===== config.mk =====
export PLATFORM = sky130hd
export DESIGN_NAME = reg_dump_streamer
export DESIGN_NICKNAME = d
export VERILOG_FILES = /design/src/rtl/reg_dump_streamer.sv
export SDC_FILE = /design/constraint.sdc
export NUM_CORES = 1
export LEC_CHECK = 0
export CORE_AREA = 2 2 66 68
export DETAILED_ROUTE_END_ITERATION = 8
export DIE_AREA = 0 0 68 70
export PLACE_DENSITY = 0.83
export SYNTH_ARGS = -nofsm -noshare
export SYNTH_HDL_FRONTEND = slang
export SYNTH_SLANG_ARGS = --single-unit

===== constraint.sdc =====
create_clock -name iCLK -period 3.7 [get_ports iCLK]
set_clock_uncertainty 0.15 [all_clocks]
set_input_delay 0.555 -clock iCLK [delete_from_list [all_inputs] [get_ports iCLK]]
set_output_delay 0.555 -clock iCLK [all_outputs]
set_load 0.02 [all_outputs]

===== src/rtl/reg_dump_streamer.sv =====
// Streams a sync byte followed by registers FIRST_REG..LAST_REG, each word sent
// least-significant byte first, over a valid/ready byte interface.
module reg_dump_streamer #(
  parameter logic [4:0] FIRST_REG = 5'd0,
  parameter logic [4:0] LAST_REG  = 5'd31,
  parameter logic [7:0] HEADER    = 8'hA5
) (
  input  logic        iCLK,
  input  logic        iRST,
  input  logic        iStart,
  output logic [4:0]  oRegSel,
  input  logic [31:0] iRegData,
  output logic [7:0]  oData,
  output logic        oValid,
  input  logic        iReady,
  output logic        oBusy,
  output logic        oDone
);

  typedef enum logic [2:0] {IDLE, HEAD, LOAD, SEND, FIN} state_t;

  state_t      state, state_nxt;
  logic [4:0]  idx, idx_nxt;
  logic [1:0]  k, k_nxt;
  logic [31:0] buffer, buffer_nxt;

  always_ff @(posedge iCLK or posedge iRST) begin
    if (iRST) begin
      state  <= IDLE;
      idx    <= FIRST_REG;
      k      <= '0;
      buffer <= '0;
    end else begin
      state  <= state_nxt;
      idx    <= idx_nxt;
      k      <= k_nxt;
      buffer <= buffer_nxt;
    end
  end

  // NOTE: every output of this block gets a default first so no path leaves a
  // variable unassigned, which would otherwise infer a latch.
  always_comb begin
    state_nxt  = state;
    idx_nxt    = idx;
    k_nxt      = k;
    buffer_nxt = buffer;
    oData      = '0;
    oValid     = 1'b0;
    oBusy      = 1'b0;
    oDone      = 1'b0;

    case (state)
      IDLE: begin
        if (iStart) begin
          idx_nxt   = FIRST_REG;
          state_nxt = HEAD;
        end
      end

      HEAD: begin
        oData  = HEADER;
        oValid = 1'b1;
        oBusy  = 1'b1;
        if (iReady) state_nxt = LOAD;
      end

      LOAD: begin
        oBusy      = 1'b1;
        buffer_nxt = iRegData;
        k_nxt      = '0;
        state_nxt  = SEND;
      end

      SEND: begin
        oBusy  = 1'b1;
        oValid = 1'b1;
        oData  = buffer[{k, 3'b000} +: 8];
        if (iReady) begin
          k_nxt = k + 2'd1;
          // Compare before incrementing so LAST_REG=31 never wraps to 0.
          if (k == 2'd3) begin
            if (idx == LAST_REG) begin
              state_nxt = FIN;
            end else begin
              idx_nxt   = idx + 5'd1;
              state_nxt = LOAD;
            end
          end
        end
      end

      FIN: begin
        oDone     = 1'b1;
        idx_nxt   = FIRST_REG;
        state_nxt = IDLE;
      end

      default: state_nxt = IDLE;
    endcase
  end

  assign oRegSel = idx;

endmodule

# Yosys cells after proc, flatten, opt, wreduce, memory -nomap -nowiden
# Cells that the tools add are included.
# W data, S select, Z words.
[classes]
addsub = 2
eq_ne = 11
n_reduce_logical = 8
n_mux = 17
n_shift = 1
[op_table]
columns = ["cell", "n"]
rows = [
  ["$shiftx A32 B6 Y8", 1],
  ["$mux W5", 4],
  ["$pmux W8 S2", 1],
  ["$mux W3", 5],
  ["$pmux W5 S3", 1],
  ["$pmux W3 S4", 1],
  ["$ne A2 B2 Y1 const B", 5],
  ["$eq A3 B2 Y1 const B", 2],
  ["$add A5 B1 Y5 const B", 1],
  ["$eq A5 B5 Y1 const B", 1],
  ["$reduce_and A5 Y1", 1],
  ["$pmux W2 S2", 1],
  ["$reduce_and A4 Y1", 1],
  ["$eq A3 B1 Y1 const B", 1],
  ["$eq A3 B3 Y1 const B", 1],
  ["$logic_not A3 Y1", 1],
  ["$mux W1", 3],
  ["$reduce_bool A3 Y1", 1],
  ["$reduce_or A3 Y1", 1],
  ["$add A2 B1 Y2 const B", 1],
  ["$eq A2 B2 Y1 const B", 1],
  ["$mux W2", 1],
  ["$reduce_and A2 Y1", 1],
  ["$reduce_bool A2 Y1", 1],
  ["$reduce_or A2 Y1", 1],
]
[word_totals]
inputBits = 36
output_inout_bits = 16
reg_bits = 42
elab_cells = 43

# Depth between registers and ports, before layout
# Gate-level depths: netlist (run 1).
[logic_depth]
word_depth = 5
ltp_mapped = 6
ltp_nobuf = 6

# Worst setup path after synthesis (run 1)
# No wires, ideal clock.
[synth_timing]
path_type = "reg-to-reg"
from = "reg idx[0], in the netlist oRegSel[0]"
to = "reg idx[1], in the netlist oRegSel[1]"
setup_slack_ns = 1.584
path_buffers = 0
required_time_ns = 3.425
stages_incl_launch_ff = 7
t_arrival_ns = 1.841
synth_period_minus_slack_ns = 2.116
setup_ns = 0.125
path_cell_list = "dfrtp_1 ha_1 and3_1 ha_1 nor2b_1 a32o_2 mux2_4"
[synth_via]
elab_chain_cells = 5
elab_cells_between_ends = 8
cone_classes = "add/sub (1); eq/ne (2); mux (4); reduce/logical (1)"
[synth_lines]
columns = ["element", "line", "source"]
rows = [
  ["start, declared", "23", "logic [4:0] idx, idx_nxt;"],
  ["start signal, assigned", "35", "idx <= idx_nxt;"],
  ["$add A5 B1 Y5", "86", "idx_nxt = idx + 5'd1;"],
  ["$mux W5", "83", "if (idx == LAST_REG) begin"],
  ["$mux W5", "82", "if (k == 2'd3) begin"],
  ["$mux W5", "79", "if (iReady) begin"],
  ["$pmux W5 S3", "53", "case (state)"],
]
# Several ways; a longest one is shown, not always the timed one. The select of a mux whose other input is x is not followed.
# A chain may end at the register's enable or synchronous reset.

# Worst setup path in the final report (run 1)
[layout_timing]
from = "reg k[0]"
to = "out oData[5]"
[layout_via]
elab_chain_cells = 2
[layout_lines]
columns = ["element", "line", "source"]
rows = [
  ["start, declared", "24", "logic [1:0] k, k_nxt;"],
  ["start signal, assigned", "36", "k <= k_nxt;"],
  ["$shiftx A32 B6 Y8", "78", "oData = buffer[{k, 3'b000} +: 8];"],
  ["$pmux W8 S2", "53", ""],
  ["end, declared", "13", "output logic [7:0] oData,"],
]
# No other way between the ends.

==> results of run 1 <==
## worst register-to-register path, stage by stage (launching register included)
cell and delay [ns]:
dfrtp_1 0.42, ha_1 0.25, and3_1 0.20, ha_1 0.21, nor2b_1 0.25, a32o_2 0.31, mux2_4 0.31
## state kept, by name, indices dropped and copies added (netlist names)
signal and cells:
buffer 32, k 2, oRegSel 5, state 3
## placed cells by master (no fill, tap or decap), drive strengths merged
master / count
clkinv: 1
inv: 8
clkbuf: 6
a31oi: 1
nand3: 1
and4: 1
nand2: 2
ha: 3
nor2b: 6
and2: 2
and2b: 1
and3: 4
nand2b: 2
or2: 2
mux2: 34
nor2: 3
dfrtp: 42
clkinvlp: 1
o21bai: 1
nand3b: 1
o22ai: 1
clkdlybuf4s50: 51
a41oi: 3
a32o: 1
mux4: 8
buf: 2
nor3: 1
a211oi: 1
mux2i: 1
a22o: 1
a21boi: 1
o21ai: 2
o21a: 1
a21oi: 5
## routing by layer
| layer | track usage, % | share of wire (%) | up-vias |
|---|---|---|---|
| met5 | 0 | 0 | - |
| met4 | 5.56 | 1.1 | 0 |
| met3 | 5.31 | 6.1 | 7 |
| met2 | 33.1 | 51 | 48 |
| met1 | 24.9 | 41 | 690 |
| li1 | - | - | 643 |
## how the worst max path moves through the flow
stage,end,from,depth (start not counted),slack [ns]
detailed placement,oData[4],k[0],3,1.0
global route,oData[5],k[0],4,0.57
global placement,oData[6],k[0],3,1.02
floorplan,oRegSel[1],oRegSel[0],6,1.58
finish,oData[5],k[0],4,0.71
CTS,oData[4],k[0],3,0.68
## stage by stage
step | utilization, % | hold WS, ns | total power (W) | area, µm²
4_1_cts | 64.5 | 0.351 | 0.00205 | 2670
2_1_floorplan | - | 0.303 | 0.00140 | 2050
6_report | 64.5 | 0.353 | 0.00203 | 2670
3_3_place_gp | 62.2 | 0.316 | 0.00169 | 2580
3_5_place_dp | 62.2 | 0.332 | 0.00175 | 2580
5_1_grt | 64.5 | 0.375 | 0.00216 | 2670
## cell families after synthesis
logic type | count (synthesis) | share of synthesized area (%)
multiplexers | 43 | 28.4
flip-flops | 42 | 51.3
AND/OR/NAND/NOR | 26 | 8.07
AO/OA/AOI/OAI | 18 | 6.05
buffers and inverters | 16 | 4.34
adder cells (fa/ha/maj) | 3 | 1.83
## area by class of cell
class | instances | area, µm²
clock buffer | 6 | 82.6
multi-input combinational | 90 | 907
sequential | 42 | 1050
tap | 52 | 65.1
clock inverter | 2 | 12.5
timing repair buffer | 53 | 526
fill | 315 | 1470
inverter | 8 | 30.0
## power groups by stage
stage | Sequential [W] | Clock (W) | Combinational (W)
3_3_place_gp | 0.000813 | 0 | 0.000879
5_1_grt | 0.000849 | 0.000330 | 0.000980
4_1_cts | 0.000822 | 0.000312 | 0.000916
3_5_place_dp | 0.000832 | 0 | 0.000913
2_1_floorplan | 0.000771 | 0 | 0.000634
6_report | 0.000819 | 0.000307 | 0.000906
==> flow_summary.json, run 1 <==
{
  "cts_tree": "built",
  "dr.pass1.iters": 4,
  "p_leak_nw": 1.13,
  "drive_gt1_share_pct": 26.9,
  "core.rowCount": 24,
  "fin_tns_setup_ns": 0,
  "grt_util_all_layers_pct": 19.8,
  "worst_pin_slew_ns": 0.999,
  "p_per_area_nw_per_um2": 760,
  "hold_viol_final": 0,
  "io_buffer_count": 51,
  "post-place-ws_ns": 0.995,
  "synthesis.instances": 148,
  "routedWlPerCell_um": 16.6,
  "seq_power_share_pct": 40.3,
  "hold_class": "reg2reg",
  "synth_top_cell_area_share_pct": 51.3,
  "worstPathCellList": "mux4_2 -> inv_1 -> a21oi_1 -> clkdlybuf4s50_1",
  "slew_viol_final": 0,
  "area_growth_pct": 30.6,
  "hpwl_um": 3160,
  "crit_path_end_kind": "output port",
  "critPathArrivalTime_ns": 2.29,
  "status": "finished clean",
  "diodes": 0,
  "hold_buffers": 0,
  "die_w_um": 68,
  "start_util_pct": 49.4,
  "rr_worst_depth": 6,
  "ys_warn_count": 0,
  "syn-cell-area_um2": 2050,
  "clk_pin_slew_worst_paths_ns": 0.08,
  "gp_congestion": 0.769,
  "r2r-start": "oRegSel[0]",
  "clk_path_buf_depth": 2,
  "synth-seq-cells": 42,
  "synth.distinct_cells": 38,
  "synth.avg_cell_area_um2": 13.8,
  "core_area_um2": 4140,
  "htreeDepth": 2,
  "vias": 1388,
  "timing.slew.headroom_pct": 33.3,
  "cts_resized": 0,
  "min_to": "buffer[8]",
  "peakVddDrop_uv": 412,
  "synth_edf_count": 0,
  "antenna_found_initial": 0,
  "path_delay_family": "flip-flops",
  "r2r_setup_slack_ns": 1.48,
  "p_int_w": 0.00137,
  "yosysMostFrequentCell": "dfrtp_1",
  "crit_type": "reg2out",
  "setup_ws_ns": 0.706,
  "grt_max_degree": 33,
  "final_cells": 253,
  "cts_buffers": 5,
  "drc": 0,
  "postCtsSetupBuffers": 0,
  "nets": 239,
  "synth_nets": 187,
  "path_buf_inv": 2,
  "finalCriticalPeriod_ns": 2.99,
  "p_switching_w": 0.000664,
  "worstPathMaxFanout": 11,
  "yosys.area.top_type": "dfrtp_1",
  "cts.sinks": 42,
  "pin_count": 52,
  "cap_violations": 0,
  "cpPeakStageDelay_ns": 0.72,
  "min_path_cells": 1,
  "cts.root.buffer_cell": "clkbuf_8",
  "slowest_stage": "dfrtp_1",
  "fp.dieH_um": 70,
  "ys.flop_type": "dfrtp_1",
  "clock_latency_ns": 0.29,
  "ys_seq_area_share_pct": 51.3,
  "grt_pass1_vias": 1572,
  "rsz0062_at_grt": "no",
  "finalWirelength_um": 4210,
  "dp_cells": 245,
  "gr-total-overflow": 0,
  "async_flop_share_pct": 100,
  "regToRegEndpoint": "oRegSel[1]",
  "die-area_um2": 4760,
  "synth_commonest_cells": "dfrtp_1 (42), mux2_2 (30), inv_1 (8), mux4_2 (8)",
  "grt_pass1_wl_um": 7070,
  "min_period_over_period_pct": 80.9,
  "start_kind": "register",
  "vias_per_cell": 5.49,
  "required_ns": 2.99,
  "switching_share_pct": 32.7,
  "power.share.clock_pct": 15.1,
  "postRouteAntennaNets": 0,
  "hold_start": "buffer[8]",
  "finalSetupViolCount": 0,
  "first_iter_violations": 123,
  "max_freq_mhz": 334,
  "pwr-share-comb_pct": 44.6,
  "yosys-top-cells-area": "dfrtp_1 (51%), mux2_2 (17%), mux4_2 (8.8%), ha_1 (1.8%), buf_6 (1.7%)"
}
Note: power is estimated with default switching activity, not from simulation.
==> inputs of run 2 (changes only) <==
CORE_AREA = 2 2 72 74   (was 2 2 66 68)
DIE_AREA = 0 0 74 76   (was 0 0 68 70)
PLACE_DENSITY = 0.74   (was 0.83)
clock period = 2.5 ns   (was 3.7 ns; I/O delays follow)
==> flow_summary.json, run 2 (same netlist as run 1, synthesis figures left out) <==
{
  "status": "finished clean",
  "required_ns": 1.98,
  "postCtsSetupBuffers": 0,
  "vias_per_cell": 4.98,
  "crit_path_end_kind": "output port",
  "hold_viol_final": 0,
  "grt_max_degree": 43,
  "first_iter_violations": 71,
  "cts_tree": "built",
  "peakVddDrop_uv": 553,
  "cts.root.buffer_cell": "clkbuf_8",
  "grt_util_all_layers_pct": 15.6,
  "cts_buffers": 5,
  "start_util_pct": 41.7,
  "antenna_found_initial": 0,
  "die-area_um2": 5620,
  "layout_common_cells": "clkdlybuf4s50_1 (43), dfrtp_1 (41), mux2_2 (30), mux4_2 (8), buf_4 (8)",
  "dr.pass1.iters": 4,
  "core_area_um2": 4910,
  "p_total_w": 0.00315,
  "dp_cells": 270,
  "io_buffer_count": 51,
  "crit_type": "reg2out",
  "drive_gt1_share_pct": 29.8,
  "timing.slew.headroom_pct": 64.4,
  "nets": 246,
  "crit_path_start": "state[0]",
  "worst_pin_slew_ns": 0.534,
  "hold_start": "buffer[9]",
  "postRouteAntennaNets": 0,
  "min_period_over_period_pct": 93.5,
  "clock_latency_ns": 0.29,
  "clk_path_buf_depth": 2,
  "cts.sinks": 42,
  "max_freq_mhz": 428,
  "fin_area_um2": 2800,
  "hpwl_um": 2890,
  "gr-total-overflow": 0,
  "diodes": 0,
  "finalSetupViolCount": 0,
  "final_cells": 278,
  "p_leak_nw": 1.22,
  "largest_reg_flops": 32,
  "die_w_um": 74,
  "rsz0062_at_grt": "no",
  "cap_violations": 0,
  "utilization_pct": 57.1,
  "slew_viol_final": 0,
  "fp.dieH_um": 76,
  "critPathArrivalTime_ns": 1.81,
  "clk_pin_slew_worst_paths_ns": 0.08,
  "grt_pass1_wl_um": 6680,
  "gp_congestion": 0.737,
  "dpl-instance-area_um2": 2670,
  "finalCriticalPeriod_ns": 2.34,
  "fin_tns_setup_ns": 0,
  "pin_count": 52,
  "hold_class": "reg2reg",
  "p_per_area_nw_per_um2": 1120,
  "routedWlPerCell_um": 14.1,
  "vias": 1385,
  "core.rowCount": 26,
  "drc": 0,
  "htreeDepth": 2,
  "layout_commonest_cell": "clkdlybuf4s50_1",
  "finalWirelength_um": 3920,
  "r2r-start": "oRegSel[0]",
  "start_kind": "register",
  "grt_pass1_vias": 1408,
  "worstPathMaxFanout": 10,
  "top_register": "buffer",
  "area_growth_pct": 37.0
}
run 2: cell count changes in the layout (fill, tap and decap cells not counted), moves of 2 or more:
cell	change
bufinv_16	+2
dlygate4sd2_1	+7
buf_4	+6
clkdlybuf4s50_1	-8
run 2: path summary, 6_finish.rpt:
path / to / slack [ns] / cells past startpoint
setup / recovery: oDone / 0.16 / 4
hold / removal: buffer[9] / 0.34 / 1
setup reg to reg: oRegSel[4] / 0.27 / 6
hold reg to reg: buffer[9] / 0.34 / 1
max in group asynchronous: k[1] / 1.45 / 3
min in group asynchronous: oRegSel[0] / 0.36 / 3
run 2: worst max-delay path: stages (launching register included):
cell and delay [ns]:
dfrtp_1 0.40, buf_4 0.18, nor2_1 0.18, and2_1 0.15, clkdlybuf4s50_1 0.60
run 2: per-stage QoR:
step           hold WS [ns]  setup slack, ns
2_1_floorplan         0.303            0.384
3_3_place_gp          0.315            0.293
3_5_place_dp          0.324            0.267
4_1_cts               0.343           0.0371
5_1_grt               0.373           0.0846
6_report              0.335            0.163
run 2: timing repair:
action	4_1_cts	5_1_grt
endpoints found under the setup margin	8	1
hold buffers	0	0
hold endpoints to repair	0	0
resized for setup	8	1
run 2: metal layers:
layer  up-vias  wire length [µm]  global-route usage (%)
met3         5               266                    5.69
li1        656                 -                       -
met4         0                36                    3.82
met2        42              1850                    22.7
met1       682              1770                    22.1
met5         -                 0                       0
run 2: cell type report:
cell class / instances / area (µm²)
clock buffers: 6 / 82.6
inverters: 8 / 30.0
well taps: 70 / 87.6
clock inverters: 2 / 60.1
repair buffers: 60 / 584
fillers: 407 / 2110
multi-input cells: 90 / 907
flip-flops and latches: 42 / 1050
run 2: power by group:
part / total, W / switching [W] / internal, W
Sequential: 0.00115 / 0.000169 / 0.000986
Clock: 0.000656 / 0.000230 / 0.000426
Combinational: 0.00134 / 0.000557 / 0.000787
Total: 0.00315 / 0.000956 / 0.00220
==> inputs of run 3 (changes only) <==
PLACE_DENSITY = 0.83   (was 0.74)
==> flow_summary.json, run 3 (same netlist as run 1, synthesis figures left out) <==
{
  "status": "finished clean",
  "htreeDepth": 2,
  "layout_commonest_cell": "clkdlybuf4s50_1",
  "cts_tree": "built",
  "fin_tns_setup_ns": 0,
  "finalSetupViolCount": 0,
  "finalWirelength_um": 4100,
  "clock_latency_ns": 0.29,
  "vias_per_cell": 5.03,
  "worstPathCellList": "buf_4 -> mux4_2 -> nor2b_1 -> clkdlybuf4s50_1",
  "clk_pin_slew_worst_paths_ns": 0.07,
  "wl_met3_um": 196,
  "start_kind": "register",
  "cts.sinks": 42,
  "finalCriticalPeriod_ns": 2.43,
  "rr_worst_depth": 6,
  "slowest_stage": "clkdlybuf4s50_1",
  "pin_count": 52,
  "top_register": "buffer",
  "postRouteAntennaNets": 0,
  "vias": 1393,
  "p_per_area_nw_per_um2": 1100,
  "nFillCells": 418,
  "post-place-ws_ns": 0.197,
  "clk_path_buf_depth": 2,
  "grt_util_all_layers_pct": 16.3,
  "timing.slew.headroom_pct": 69.5,
  "routedWlPerCell_um": 14.8,
  "critPathArrivalTime_ns": 1.90,
  "cts.root.buffer_cell": "clkbuf_8",
  "nets": 245,
  "largest_reg_flops": 32,
  "hold_class": "in2async",
  "required_ns": 1.98,
  "p_leak_nw": 1.19,
  "layout_common_cells": "clkdlybuf4s50_1 (45), dfrtp_1 (40), mux2_2 (30), mux4_2 (8), inv_1 (7)",
  "drive_gt1_share_pct": 29.5,
  "die_w_um": 74,
  "crit_type": "reg2out",
  "cap_violations": 0,
  "io_buffer_count": 51,
  "max_freq_mhz": 412,
  "gr-total-overflow": 0,
  "grt_pass1_vias": 1428,
  "rsz0062_at_grt": "no",
  "fin_worst_hold_slack_ns": 0.191,
  "fp.dieH_um": 76,
  "routed.top_layer": "met4",
  "worstPathMaxFanout": 7,
  "grt_pass1_wl_um": 6780,
  "first_iter_violations": 69,
  "utilization_pct": 56.6,
  "antenna_found_initial": 0,
  "dr.pass1.iters": 3,
  "start_util_pct": 41.7,
  "gp_congestion": 0.748,
  "diodes": 0,
  "hpwl_um": 3070,
  "die-area_um2": 5620,
  "min_period_over_period_pct": 97.1,
  "slew_viol_final": 0,
  "crit_path_end_kind": "output port",
  "cts_buffers": 5,
  "setup_ws_ns": 0.0724,
  "met2_length_um": 2040,
  "hold_buffers": 0,
  "cpPeakStageDelay_ns": 0.62,
  "drc": 0,
  "worst_pin_slew_ns": 0.454,
  "core_area_um2": 4910,
  "grt_max_degree": 33,
  "core.rowCount": 26,
  "peakVddDrop_uv": 712,
  "area_growth_pct": 35.8,
  "p_total_w": 0.00306,
  "hold_viol_final": 0,
  "m1WireLength_um": 1760
}
-- run 3: repair_timing --
action / in CTS / in global routing
resized for setup: 6 / 2
endpoints found under the setup margin: 8 / 4
setup buffers: 1 / 0
-- run 3: metrics by stage --
step	cells	cell area [µm²]
after floorplan	148	2050
final	277	2780
after global placement	268	2660
after CTS	277	2780
after detailed placement	268	2660
after global routing	277	2780
-- run 3: worst paths after layout --
kind | startpoint | to | slack, ns
worst max register to register | oRegSel[0] | oRegSel[4] | 0.31
worst max-delay path | k[1] | oData[4] | 0.07
worst min register to register | buffer[8] | buffer[8] | 0.35
worst min-delay path | iRST | state[0] | 0.19
min in group iCLK | buffer[8] | buffer[8] | 0.35
max in group asynchronous | iRST | k[0] | 1.53
-- run 3: worst max-delay path, delay by kind of cell (launching register included) --
kind / cells / cell delay [ns]
muxes: 1 / 0.20
and+or+nand+nor: 1 / 0.15
DFF: 1 / 0.46
buffers and inverters: 2 / 0.80
-- run 3: layer usage --
layer | vias to the layer above | GRT usage (%)
li1 | 648 | -
met1 | 698 | 21.0
met2 | 38 | 24.8
met3 | 9 | 5.16
met4 | 0 | 7.64
met5 | - | 0
-- run 3: area by class of cell --
class	instances	area, µm²	share of cell area, %
inverters	8	30.0	1.08
clock inverters	2	37.5	1.35
clock buffers	6	72.6	2.61
multi-input cells	90	907	32.6
repair buffers	59	592	21.3
well taps	70	87.6	3.15
flip-flops and latches	42	1050	37.9
-- run 3: power by group --
group	internal (W)	leakage, nW	switching (W)
Sequential	0.000988	0.502	0.000189
Clock	0.000298	0.0514	0.000233
Combinational	0.000802	0.637	0.000553
Total	0.00209	1.19	0.000976
